## src/rtl/ps2_letter_queue.sv

```systemverilog
// PS/2 Set-2 byte stream to letter-code queue: tracks F0/E0 prefixes, filters held-key
// repeats, and buffers decoded letters in a small FIFO with a valid/ready output.
module ps2_letter_queue #(
    parameter int unsigned FIFO_DEPTH    = 4,
    parameter int unsigned CODE_W        = 5,
    parameter int unsigned REPEAT_FILTER = 1,
    parameter int unsigned ENABLE_ENTER  = 1,
    localparam int unsigned PTR_W        = $clog2(FIFO_DEPTH),
    localparam int unsigned CNT_W        = PTR_W + 1
) (
    input  logic              clk,
    input  logic              resetn,
    input  logic [7:0]        scan_code,
    input  logic              scan_valid,
    output logic [CODE_W-1:0] letter,
    output logic              letter_valid,
    input  logic              letter_ready,
    output logic [CNT_W-1:0]  fifo_count,
    output logic              overflow,
    output logic              key_held
);

    localparam logic [7:0] BREAK_PREFIX = 8'hF0;
    localparam logic [7:0] EXT_PREFIX   = 8'hE0;

    typedef enum logic [1:0] {
        S_IDLE,
        S_BRK,
        S_EXT,
        S_EXT_BRK
    } state_e;

    state_e              state_q, state_d;
    logic                key_held_q, key_held_d;
    logic [7:0]          held_code_q, held_code_d;
    logic                push_q, push_d;
    logic [CODE_W-1:0]   push_code_q, push_code_d;

    logic [CODE_W-1:0]   mem_q [FIFO_DEPTH];
    logic [CODE_W-1:0]   mem_d [FIFO_DEPTH];
    logic [PTR_W-1:0]    wr_ptr_q, wr_ptr_d;
    logic [PTR_W-1:0]    rd_ptr_q, rd_ptr_d;
    logic [CNT_W-1:0]    count_q, count_d;
    logic [CODE_W-1:0]   letter_q, letter_d;
    logic                letter_valid_q, letter_valid_d;
    logic                overflow_q, overflow_d;

    logic                map_hit_c;
    logic [CODE_W-1:0]   map_code_c;
    logic                pop_c;
    logic                full_c;
    logic                do_push_c;

    // Set-2 make code to letter code
    always_comb begin
        map_hit_c  = 1'b1;
        map_code_c = '0;
        case (scan_code)
            8'h1C: map_code_c = CODE_W'(0);
            8'h32: map_code_c = CODE_W'(1);
            8'h21: map_code_c = CODE_W'(2);
            8'h23: map_code_c = CODE_W'(3);
            8'h24: map_code_c = CODE_W'(4);
            8'h2B: map_code_c = CODE_W'(5);
            8'h34: map_code_c = CODE_W'(6);
            8'h33: map_code_c = CODE_W'(7);
            8'h43: map_code_c = CODE_W'(8);
            8'h3B: map_code_c = CODE_W'(9);
            8'h42: map_code_c = CODE_W'(10);
            8'h4B: map_code_c = CODE_W'(11);
            8'h3A: map_code_c = CODE_W'(12);
            8'h31: map_code_c = CODE_W'(13);
            8'h44: map_code_c = CODE_W'(14);
            8'h4D: map_code_c = CODE_W'(15);
            8'h15: map_code_c = CODE_W'(16);
            8'h2D: map_code_c = CODE_W'(17);
            8'h1B: map_code_c = CODE_W'(18);
            8'h2C: map_code_c = CODE_W'(19);
            8'h3C: map_code_c = CODE_W'(20);
            8'h2A: map_code_c = CODE_W'(21);
            8'h1D: map_code_c = CODE_W'(22);
            8'h22: map_code_c = CODE_W'(23);
            8'h35: map_code_c = CODE_W'(24);
            8'h1A: map_code_c = CODE_W'(25);
            8'h5A: begin
                map_hit_c  = (ENABLE_ENTER != 0);
                map_code_c = CODE_W'(26);
            end
            default: map_hit_c = 1'b0;
        endcase
    end

    // Prefix FSM and held-key tracking; a make event is staged in push_q for the FIFO
    always_comb begin
        state_d     = state_q;
        key_held_d  = key_held_q;
        held_code_d = held_code_q;
        push_d      = 1'b0;
        push_code_d = push_code_q;
        if (scan_valid) begin
            case (state_q)
                S_IDLE: begin
                    if (scan_code == BREAK_PREFIX) begin
                        state_d = S_BRK;
                    end else if (scan_code == EXT_PREFIX) begin
                        state_d = S_EXT;
                    end else if (map_hit_c) begin
                        if (!((REPEAT_FILTER != 0) && key_held_q && (scan_code == held_code_q))) begin
                            push_d      = 1'b1;
                            push_code_d = map_code_c;
                            key_held_d  = 1'b1;
                            held_code_d = scan_code;
                        end
                    end
                end
                S_BRK: begin
                    state_d = S_IDLE;
                    if (key_held_q && (scan_code == held_code_q)) begin
                        key_held_d = 1'b0;
                    end
                end
                S_EXT: begin
                    state_d = (scan_code == BREAK_PREFIX) ? S_EXT_BRK : S_IDLE;
                end
                S_EXT_BRK: state_d = S_IDLE;
                default:   state_d = S_IDLE;
            endcase
        end
    end

    // FIFO: a write into a full queue succeeds only when the head leaves in the same cycle
    always_comb begin
        pop_c     = letter_valid_q && letter_ready;
        full_c    = (count_q == CNT_W'(FIFO_DEPTH));
        do_push_c = push_q && (!full_c || pop_c);
        overflow_d = push_q && full_c && !pop_c;
        mem_d = mem_q;
        if (do_push_c) begin
            mem_d[wr_ptr_q] = push_code_q;
        end
        wr_ptr_d = do_push_c ? PTR_W'(wr_ptr_q + 1'b1) : wr_ptr_q;
        rd_ptr_d = pop_c     ? PTR_W'(rd_ptr_q + 1'b1) : rd_ptr_q;
        case ({do_push_c, pop_c})
            2'b10:   count_d = CNT_W'(count_q + 1'b1);
            2'b01:   count_d = CNT_W'(count_q - 1'b1);
            default: count_d = count_q;
        endcase
        letter_valid_d = (count_d != '0);
        letter_d       = (count_d != '0) ? mem_d[rd_ptr_d] : letter_q;
    end

    always_ff @(posedge clk) begin
        if (!resetn) begin
            state_q        <= S_IDLE;
            key_held_q     <= 1'b0;
            held_code_q    <= '0;
            push_q         <= 1'b0;
            push_code_q    <= '0;
            wr_ptr_q       <= '0;
            rd_ptr_q       <= '0;
            count_q        <= '0;
            letter_q       <= '0;
            letter_valid_q <= 1'b0;
            overflow_q     <= 1'b0;
            for (int i = 0; i < int'(FIFO_DEPTH); i++) begin
                mem_q[i] <= '0;
            end
        end else begin
            state_q        <= state_d;
            key_held_q     <= key_held_d;
            held_code_q    <= held_code_d;
            push_q         <= push_d;
            push_code_q    <= push_code_d;
            wr_ptr_q       <= wr_ptr_d;
            rd_ptr_q       <= rd_ptr_d;
            count_q        <= count_d;
            letter_q       <= letter_d;
            letter_valid_q <= letter_valid_d;
            overflow_q     <= overflow_d;
            for (int i = 0; i < int'(FIFO_DEPTH); i++) begin
                mem_q[i] <= mem_d[i];
            end
        end
    end

    assign letter       = letter_q;
    assign letter_valid = letter_valid_q;
    assign fifo_count   = count_q;
    assign overflow     = overflow_q;
    assign key_held     = key_held_q;

endmodule

```

## config.mk

```make
export PLATFORM = sky130hd
export DESIGN_NAME = ps2_letter_queue
export DESIGN_NICKNAME = d
export VERILOG_FILES = /design/src/rtl/ps2_letter_queue.sv
export SDC_FILE = /design/constraint.sdc
export NUM_CORES = 1
export LEC_CHECK = 0
export BUFFER_PORTS_ARGS = -buffer_cell sky130_fd_sc_hd__buf_2
export CAP_MARGIN = 20
export CORE_MARGIN = 10
export CORE_UTILIZATION = 54
export CTS_CLUSTER_DIAMETER = 150
export CTS_CLUSTER_SIZE = 24
export DETAILED_ROUTE_END_ITERATION = 8
export GPL_TIMING_DRIVEN = 0
export PLACE_DENSITY = 0.86
export SLEW_MARGIN = 10
export SYNTH_ARGS = -nofsm -noshare
export SYNTH_HDL_FRONTEND = slang
export SYNTH_SLANG_ARGS = --single-unit
```

## constraint.sdc

```tcl
create_clock -name clk -period 2.75 [get_ports clk]
set_input_delay 0.4125 -clock clk [delete_from_list [all_inputs] [get_ports clk]]
set_output_delay 0.4125 -clock clk [all_outputs]
set_load 0.01 [all_outputs]
```

==> results by group <==
Detailed routing
  • Vias: between 2,000 and 3,000
  • Vias per Instance: 6.06
  • Drt total wl: 7530 um
  • Post-route DRC: 0
  • Antenna Violating Nets Remaining: 0
  • Initial DRC count: 211
  • Drt wl/cell: 16.8 um
  • First-pass DRT Iterations: 5

Logic synthesis
  • Area leader, netlist: dfxtp_1
  • Ys Warns: 0
  • Synth Instances: 339
  • Synthesized cell area: 2910 um2
  • Seq/Total Area, Yosys: 0.351
  • Synth async-reset ratio: 0
  • Top FF cell, synth: dfxtp_1
  • #FFs+latches synth: 51
  • Average size of a mapped cell: approximately 8.6 um2
  • Synth top area cells: dfxtp_1 35%, mux2i_1 9.3%, nor2_1 5.3%
  • EDFF count, synth: 0
  • Mapped Nets: 357
  • Post-synth top area share: 0.351
  • Synth unique cells: 55

Clocking
  • Sink Count: 51
  • Clk slew on worst S/H paths: about 0.10 ns
  • Clk buf depth: 2
  • CTS root buffer: clkbuf_8
  • Total CTS buffers: 5
  • CTS H-Tree Depth: 2
  • CTS tree: done
  • Clk Latency, worst-skew pair: 0.31 ns

Layout
  • Share of post-route cells with drive strength above 1: 0.214
  • P&R area growth vs syn: 16.0%
  • Finished Layout Cells: approximately 450
  • Nets: about 400
  • Design area: 3370 um2
  • Post-Route Utilization: 0.651
  • Most common cell after layout, fill and taps aside: dfxtp_1
  • Commonest non-fill, non-tap cells in the layout: 48 x dfxtp_1, 41 x nor2_1, 31 x nand2_1, 27 x mux2i_1, 24 x buf_2
  • Antenna cell count: 0

Worst setup path
  • CP endpoint kind: flop
  • CP required: ~3.0 ns
  • CP arrival: 3.06 ns
  • Startpoint type of the worst setup path: flop
  • Critical path class: reg2reg
  • Crit path max fanout: 5

Pwr
  • Sequential share of power: 0.492
  • Switching Share: 0.307
  • Switch Pwr: 0.000484 W
  • Comb pwr share: 0.219
  • P_int: roughly 0.0011 W
  • PD cells: between 400 and 500 nW/um2
  • Clock Power Share: 0.289
  • Peak supply drop: 257 uV
  • Leakage: about 1.5 nW

Timing
  • Actual slew at the worst max-slew pin: 0.922 ns
  • Rel. slew slack: 0.383
  • Final Hold Viols: 0
  • Tcrit/Tclk final: 1.04
  • Clock Skew: 0.00715 ns
  • Fmax: 351 MHz
  • Setup TNS: -0.399 ns
  • Final slew viol count: 0
  • Final setup vio count: 5
  • Unrepaired setup endpoints after global routing: true
  • Fin worst setup slack: -0.101 ns
  • Final Critical Period: 2.85 ns

Global routing
  • Aggregate global routing overflow: 0
  • Global-route wire length before repair: 12,100 um
  • Antenna violations before repair: 0
  • Largest net degree at the start of global routing: 19
  • GRT Resource Usage Total: 0.167
  • Vias in the first global route: approximately 2,500

Floorplan
  • Die area: 8710 um2
  • Core Area: 5170 um2
  • Rows: 26
  • Chip height: 93.4 um
  • Horiz. Die Dim: between 90 and 100 um
  • Initial Utilization: 0.562
  • IO Pins: 23

Placed design
  • PortBufs: 19
  • Post-detail-place hpwl: 5220 um
  • Placer congestion estimate: between 0.9 and 1
  • Placed Cells incl. Taps: 428
  • DP Area: 3120 um2

Status
  • Status: finished, violations left
  • Violated checks: negative setup slack

Hold path
  • HP Class: in2reg

Run
  • # Max-Cap Violations: 0
[state kept, by name, summed over array words and instances, names as in the netlist]
| register | flops |
|---|---|
| mem_q | 20 |
| held_code_q | 8 |
| letter | 5 |
| push_code_q | 5 |
| fifo_count | 3 |
| rd_ptr_q | 2 |
| state_q | 2 |
| wr_ptr_q | 2 |
| key_held | 1 |
| letter_valid | 1 |
| overflow | 1 |
| push_q | 1 |
[routing by layer]
layer  GRT usage  wire length [um]  share of wire
met4      0.0540               102          0.014
met2       0.265              3640           0.48
met3      0.0368               400          0.053
met1       0.220              3390           0.45
met5           0                 0              0
[cell usage after synthesis, drive strengths merged (6+ instances only)]
master / instances
clkbuf: 9
nor3b: 6
mux2i: 27
nor3: 12
inv: 11
o22ai: 11
nand3: 9
nand2b: 7
o21ai: 6
a211o: 9
nor2: 41
nand2: 33
xnor2: 11
dfxtp: 51
a21oi: 6
buf: 12
[area by class of cell]
| type | count | area [um2] |
|---|---|---|
| buffer | 21 | 119 |
| clock buffer | 5 | 68.8 |
| clock inverter | 3 | 26.3 |
| fill | 423 | 1800 |
| inverter | 11 | 41.3 |
| multi-input combinational | 256 | 1810 |
| sequential | 51 | 1030 |
| tap | 70 | 87.6 |
| timing repair buffer | 31 | 189 |
[worst max-delay path: stages (launching register included)]
cell	delay (ns)
dfxtp_2	0.33
a211o_1	0.30
or2_4	0.25
nand2_4	0.08
ha_4	0.13
inv_2	0.03
fa_2	0.36
xor2_2	0.17
o21a_1	0.21
o31a_1	0.34
buf_6	0.14
nand2b_4	0.10
nor3_2	0.05
a211o_1	0.27
[power by group through the flow]
stage | sequential (W) | clock, W | combinational [W]
floorplan | 0.000798 | 0 | 0.000204
detailed placement | 0.000794 | 0 | 0.000287
global route | 0.000777 | 0.000493 | 0.000371
CTS | 0.000774 | 0.000458 | 0.000323
global placement | 0.000793 | 0 | 0.000277
finish | 0.000774 | 0.000455 | 0.000344
[cells by family after synthesis]
group	Yosys count	synth area share
mux	29	0.101
simple gates	146	0.267
flops	51	0.351
fa+ha+maj	6	0.0284
buf+inv	32	0.0551
xor+xnor	15	0.0452
compound gates	60	0.152
[final timing paths]
path	start	to	slack, ns	depth (start not counted)
worst max-delay path	fifo_count[1]	letter[3]	-0.10	13
worst min-delay path	scan_valid	state_q[0]	0.41	3
worst max register to register	fifo_count[1]	letter[3]	-0.10	13
worst min register to register	held_code_q[7]	held_code_q[7]	0.45	2
[stage by stage]
| step | total power [W] | worst slack [ns] | hold slack, ns |
|---|---|---|---|
| finish | 0.00157 | -0.101 | 0.412 |
| global route | 0.00164 | -0.168 | 0.421 |
| CTS | 0.00155 | -0.0515 | 0.405 |
| detailed placement | 0.00108 | -0.579 | 0.439 |
| global placement | 0.00107 | -0.464 | 0.435 |
| floorplan | 0.00100 | -0.0500 | 0.422 |
[repair_timing]
action,CTS,global route
pin swaps,4,2
gates resized for setup,12,4
setup buffers,8,4
endpoints found under the hold margin,0,0
setup endpoints to repair,5,5
hold buffers,0,0
No activity file was read; power rests on OpenSTA's default activity.
